File: config.mk
export PLATFORM = sky130hd
export DESIGN_NAME = reg_file_wb_unit
export DESIGN_NICKNAME = d
export VERILOG_FILES = /design/src/rtl/reg_file_wb_unit.sv
export SDC_FILE = /design/constraint.sdc
export NUM_CORES = 2
export LEC_CHECK = 0
export CAP_MARGIN = 40
export CORE_MARGIN = 5
export CORE_UTILIZATION = 55
export DETAILED_ROUTE_END_ITERATION = 7
export PLACE_DENSITY = 0.72
export SYNTH_ARGS = -nofsm -noshare
export SYNTH_HDL_FRONTEND = slang
export SYNTH_SLANG_ARGS = --single-unit
File: constraint.sdc
create_clock -name clk_in -period 3.45 [get_ports clk_in]
set_input_delay 0.8625 -clock clk_in [delete_from_list [all_inputs] [get_ports clk_in]]
set_output_delay 0.8625 -clock clk_in [all_outputs]
set_load 0.005 [all_outputs]
File: src/rtl/reg_file_wb_unit.sv
// -----------------------------------------------------------------------------
// reg_file_wb_unit
//
// Integer register file (x0..x31) at the end of the writeback path. It commits
// the writeback word to architectural state and serves two registered
// source-operand read ports to the decode/execute boundary.
//
// Read ports are write-first: a writeback to the register being read in the
// same cycle is forwarded. While the pipeline is stalled, each port keeps the
// index it last sampled. A writeback that completes during the stall and
// targets that index still updates the held operand, so the operand stays
// coherent with architectural state.
//
// Ports
//   clk_in       in   1       pipeline clock, rising edge
//   rst_in       in   1       synchronous reset, active-high
//   wr_en_in     in   1       writeback enable
//   rd_addr_in   in   ADDR_W  writeback destination index
//   rd_data_in   in   XLEN    writeback data
//   stall_in     in   1       pipeline stall, freezes read-index sampling
//   rs1_addr_in  in   ADDR_W  source-1 index
//   rs2_addr_in  in   ADDR_W  source-2 index
//   rs1_out      out  XLEN    registered source-1 operand
//   rs2_out      out  XLEN    registered source-2 operand
// -----------------------------------------------------------------------------
module reg_file_wb_unit #(
    parameter int XLEN   = 32,
    parameter int ADDR_W = 5
) (
    input  logic              clk_in,
    input  logic              rst_in,
    input  logic              wr_en_in,
    input  logic [ADDR_W-1:0] rd_addr_in,
    input  logic [XLEN-1:0]   rd_data_in,
    input  logic              stall_in,
    input  logic [ADDR_W-1:0] rs1_addr_in,
    input  logic [ADDR_W-1:0] rs2_addr_in,
    output logic [XLEN-1:0]   rs1_out,
    output logic [XLEN-1:0]   rs2_out
);

    localparam int NREG = 1 << ADDR_W;

    // Architectural state. Entry 0 is cleared by reset and never written.
    // Reads of x0 are also forced to zero, so x0 does not depend on the
    // reset having run.
    logic [XLEN-1:0]   regs_q [NREG];

    // Held read indices and registered operands.
    logic [ADDR_W-1:0] h1_q;
    logic [ADDR_W-1:0] h1_d;
    logic [ADDR_W-1:0] h2_q;
    logic [ADDR_W-1:0] h2_d;
    logic [XLEN-1:0]   rs1_q;
    logic [XLEN-1:0]   rs1_d;
    logic [XLEN-1:0]   rs2_q;
    logic [XLEN-1:0]   rs2_d;

    // Combinational helpers.
    logic              wr_hit_s;
    logic [XLEN-1:0]   rf_rd1_s;
    logic [XLEN-1:0]   rf_rd2_s;

    // Computes the next value of one read port.
    //   Not stalled: forward the writeback on an index match, otherwise read
    //                the array (write-first).
    //   Stalled:     hold the operand, unless the writeback targets the held
    //                index.
    // wr_hit already excludes x0, so x0 is never forwarded.
    function automatic logic [XLEN-1:0] port_next(
        input logic              stall,
        input logic              wr_hit,
        input logic [ADDR_W-1:0] wr_addr,
        input logic [XLEN-1:0]   wr_data,
        input logic [ADDR_W-1:0] req_addr,
        input logic [ADDR_W-1:0] held_addr,
        input logic [XLEN-1:0]   rf_val,
        input logic [XLEN-1:0]   cur_val
    );
        logic [XLEN-1:0] nxt;
        if (stall) begin
            if (wr_hit && (wr_addr == held_addr)) begin
                nxt = wr_data;
            end else begin
                nxt = cur_val;
            end
        end else begin
            if (wr_hit && (wr_addr == req_addr)) begin
                nxt = wr_data;
            end else begin
                nxt = rf_val;
            end
        end
        return nxt;
    endfunction

    // Qualifies the writeback: a write to x0 is dropped.
    always_comb begin
        wr_hit_s = wr_en_in && (rd_addr_in != {ADDR_W{1'b0}});
    end

    // Reads the array for both ports, with x0 hard-wired to zero.
    always_comb begin
        rf_rd1_s = {XLEN{1'b0}};
        rf_rd2_s = {XLEN{1'b0}};
        if (rs1_addr_in != {ADDR_W{1'b0}}) begin
            rf_rd1_s = regs_q[rs1_addr_in];
        end else begin
            rf_rd1_s = {XLEN{1'b0}};
        end
        if (rs2_addr_in != {ADDR_W{1'b0}}) begin
            rf_rd2_s = regs_q[rs2_addr_in];
        end else begin
            rf_rd2_s = {XLEN{1'b0}};
        end
    end

    // Computes next-state values for the held indices and the operands.
    always_comb begin
        h1_d  = h1_q;
        h2_d  = h2_q;
        rs1_d = rs1_q;
        rs2_d = rs2_q;
        if (stall_in) begin
            h1_d = h1_q;
            h2_d = h2_q;
        end else begin
            h1_d = rs1_addr_in;
            h2_d = rs2_addr_in;
        end
        rs1_d = port_next(stall_in, wr_hit_s, rd_addr_in, rd_data_in,
                          rs1_addr_in, h1_q, rf_rd1_s, rs1_q);
        rs2_d = port_next(stall_in, wr_hit_s, rd_addr_in, rd_data_in,
                          rs2_addr_in, h2_q, rf_rd2_s, rs2_q);
    end

    // Commits the writeback into the array. Stall does not block writes.
    // Reset clears everything and discards any write in the same cycle.
    always_ff @(posedge clk_in) begin
        if (rst_in) begin
            for (int i = 0; i < NREG; i++) begin
                regs_q[i] <= {XLEN{1'b0}};
            end
        end else if (wr_hit_s) begin
            regs_q[rd_addr_in] <= rd_data_in;
        end else begin
            regs_q[rd_addr_in] <= regs_q[rd_addr_in];
        end
    end

    // Updates the held indices and registered operands.
    // Reset overrides stall and writeback.
    always_ff @(posedge clk_in) begin
        if (rst_in) begin
            h1_q  <= {ADDR_W{1'b0}};
            h2_q  <= {ADDR_W{1'b0}};
            rs1_q <= {XLEN{1'b0}};
            rs2_q <= {XLEN{1'b0}};
        end else begin
            h1_q  <= h1_d;
            h2_q  <= h2_d;
            rs1_q <= rs1_d;
            rs2_q <= rs2_d;
        end
    end

    assign rs1_out = rs1_q;
    assign rs2_out = rs2_q;

endmodule

==> impl_results.md <==
- Final WS setup: about 0.66 ns
- DR WL met2: between 80000 and 90000 µm
- Post-DR wirelength/cell: between 30 and 40 µm
- Clk_lat worst skew: 0.71 ns
- GP Congestion: ~0.9
- Register area share after synthesis: around 56%
- Cell Count Post-Placement: about 5300
- Fin Setup TNS: 0 ns
- # H-tree levels: 3
- Worst vdd ir: roughly 420 µV
- Worst-path clk slew: 0.06 ns
- Total Routing Usage GR: roughly a third
- Root Driver: clkbuf_16
- Register bit total from synthesis: between 1000 and 1500
- Share of cells above drive strength 1: 25.5%
- Max Cap Violations: 0
- Core area: approximately 100000 µm²
- Crit Path Category: input port to flop
- RR Endpoint: rs1_out[10]$_SDFFE_PP0P_
- Post-DP Area: roughly 62000 µm²
- Top sig layer: met5
- CP Data Required Time: about 4 ns
- Post-CTS Setup Bufs: 0
- FF-to-FF Start: regs_q[28][10]$_SDFFCE_PN0P_
- DR iter-0 viols: roughly 5500
- P per Cell Area: 490 nW/µm²
- Height of the chip: between 300 and 400 µm
- Design area: approximately 65000 µm²
- Number of routed nets with antenna violations: 0
- Clock buffer depth: 3
- Final Non-Filler Cells: approximately 5500
- Slew headroom: approximately 36%
- Num CTS Buffers: between 100 and 150
- Die width: roughly 330 µm
- Yosys cell types: 56
- Drt first pass iters: 6
- CTS tree: built
- Synth Cell Area: 57300 µm²
- Hold Crit Depth: 2
- Met1 Wirelength: 66200 µm
- Crit path from: rs1_addr_in[1]
- R2r worst-path depth: 5
- Hold WS: ~0.49 ns
- Worst Tran Pin Value: 0.962 ns
- Vias: roughly 37000
- Full die area: 111000 µm²
- PostCTS Resize Cnt: 0
- Vias per std cell: 6.81
- Largest net degree at the start of global routing: 79
- Synth Flop Type: edfxtp_1
- Crit path max fanout: 14
- Element type at the critical path end: flop
- Area Growth Syn to Fin: 14.2%
- FILL cells: 7353
- RSZ-0062 raised after global routing: no
- Post-route clock skew: around 0.026 ns
- Final core occ: 63.2%
- I/O pins: 115
- Starting density of the core: a little under three fifths
- Pwr Total: roughly 32 mW
- Number of synthesized flops with an enable pin: about 1000
- Most frequent cells in the layout: 1024 x edfxtp_1, 962 x and2_1, 504 x mux4_2
- Gr ovfl total: 0
- WL final: approximately 180000 µm
- Ys Warns: 0
- Crit share post-route: between 80% and 90%
- Final hold vios: 0
- Mean area per synthesized cell: 14.7 µm²
- DP HPWL: between 100000 and 150000 µm
- Reg2Reg Setup Slack: around 1.2 ns
- Minimum clock period: around 2.8 ns
- Sink Count: 1098
- Crit path DAT: approximately 3.3 ns
- Post-route DRC violation count: 0
- Startpoint Class: input port
- HP Class: flop to flop
- Vias in the first global route: around 38000
- Final max-slew violation count: 0
- Ys async rst share: 0%
- First-pass GRT wire length: 259000 µm
- Place WS: approximately 0.14 ns
- Met3 wire length: 22200 µm
- Fmax: between 0.3 and 0.4 GHz
- Endpoints failing setup: 0
- Leakage: 22.7 nW
- Syn Inst Count: between 3000 and 4000
- Hold Path Sink: rs2_out[25]$_SDFFE_PP0P_
- Port Buf Inserts: around 110
- Hold Path Origin: rs2_out[25]$_SDFFE_PP0P_
- Post-CTS Hold Fix Bufs: 0
- Initial antenna violation count: 8
- Fin nets: between 4000 and 5000
- Outcome: complete, no violations
- Row count: about 120
- Most common cell after layout, fill and taps aside: edfxtp_1
-- critical path: stages --
cell	delay, ns
clkdlybuf4s50_1	0.71
nor2b_4	0.26
buf_4	0.29
a22oi_1	0.53
nand2_1	0.11
a22oi_1	0.41
nand3_1	0.14
-- synth_stat cells, types with 2 or more instances --
| library cell | count | area [µm²] |
|---|---|---|
| xnor2_1 | 17 | 149 |
| a211oi_2 | 2 | 25.0 |
| nand2_1 | 130 | 488 |
| nand3_1 | 37 | 185 |
| o21ai_1 | 8 | 40.0 |
| and4_1 | 2 | 17.5 |
| o211ai_1 | 3 | 22.5 |
| nand4b_1 | 31 | 272 |
| a21oi_1 | 6 | 30.0 |
| o21ai_0 | 117 | 586 |
| buf_4 | 27 | 203 |
| buf_6 | 17 | 191 |
| nor2b_1 | 7 | 43.8 |
| or3b_2 | 2 | 17.5 |
| a22oi_1 | 222 | 1670 |
| nor2_1 | 49 | 184 |
| mux4_2 | 504 | 11400 |
| edfxtp_1 | 1024 | 30700 |
| mux2i_1 | 92 | 921 |
| clkbuf_1 | 275 | 1030 |
| nand4_1 | 68 | 425 |
| or2_2 | 32 | 200 |
| nor3_1 | 32 | 160 |
| buf_2 | 69 | 345 |
| buf_1 | 17 | 63.8 |
| or4_1 | 2 | 15.0 |
| nand2b_1 | 2 | 12.5 |
| inv_1 | 2 | 7.51 |
| dfxtp_1 | 74 | 1480 |
| clkbuf_2 | 24 | 120 |
| nand3b_1 | 6 | 45.0 |
| xor2_1 | 3 | 26.3 |
| and2_1 | 964 | 6030 |
-- worst max-delay path by stage --
stage / slack [ns] / to / depth (start not counted)
CTS: 0.74 / rs1_out[13] / 1
floorplan: 0.72 / regs_q[17][0]$_SDFFCE_PN0P_ / 5
global route: 0.60 / rs1_out[10]$_SDFFE_PP0P_ / 8
global placement: 0.19 / regs_q[31][2]$_SDFFCE_PN0P_ / 7
finish: 0.66 / rs1_out[10]$_SDFFE_PP0P_ / 7
detailed placement: 0.14 / rs1_out[10]$_SDFFE_PP0P_ / 8
-- area by class of cell --
| type | instances | area, µm² | share of cell area (%) |
|---|---|---|---|
| Tap cell | 1380 | 1730 | 2.64 |
| Clock inverter | 69 | 684 | 1.05 |
| Inverter | 3 | 11.3 | 0.0172 |
| Antenna cell | 2 | 5.00 | 0.00765 |
| Clock buffer | 144 | 3010 | 4.60 |
| Multi-Input combinational cell | 2391 | 23400 | 35.8 |
| Sequential cell | 1098 | 32200 | 49.3 |
| Timing Repair Buffer | 412 | 4360 | 6.67 |
-- per-layer routing --
| metal | vias to the layer above | global-route usage [%] |
|---|---|---|
| met2 | 2691 | 47.5 |
| met1 | 19100 | 44.7 |
| met3 | 452 | 8.22 |
| met4 | 2 | 14.1 |
| met5 | - | 0 |
| li1 | 15200 | - |
-- cell families (layout without fill, tap and decap cells) --
kind of cell	count (synthesis)	after routing	synth area share, %
mux	597	597	21.4
buf+inv	432	628	3.43
xor+xnor	20	20	0.306
other cells	1	34	0.00654
simple gates	1371	1371	14.2
compound gates	371	371	4.35
flops	1098	1098	56.2
-- power breakdown --
group	internal, mW	switching [mW]
logic	1.77	2.15
clock network	7.11	5.25
registers	15.3	0.450
total	24.2	7.85
-- registers in the layout, indices dropped and copies added, names as in the netlist --
register,count
regs_q,1024
rs2_out,32
h1_q,5
rs1_out,32
h2_q,5
Power figures use the tool's default switching activity.
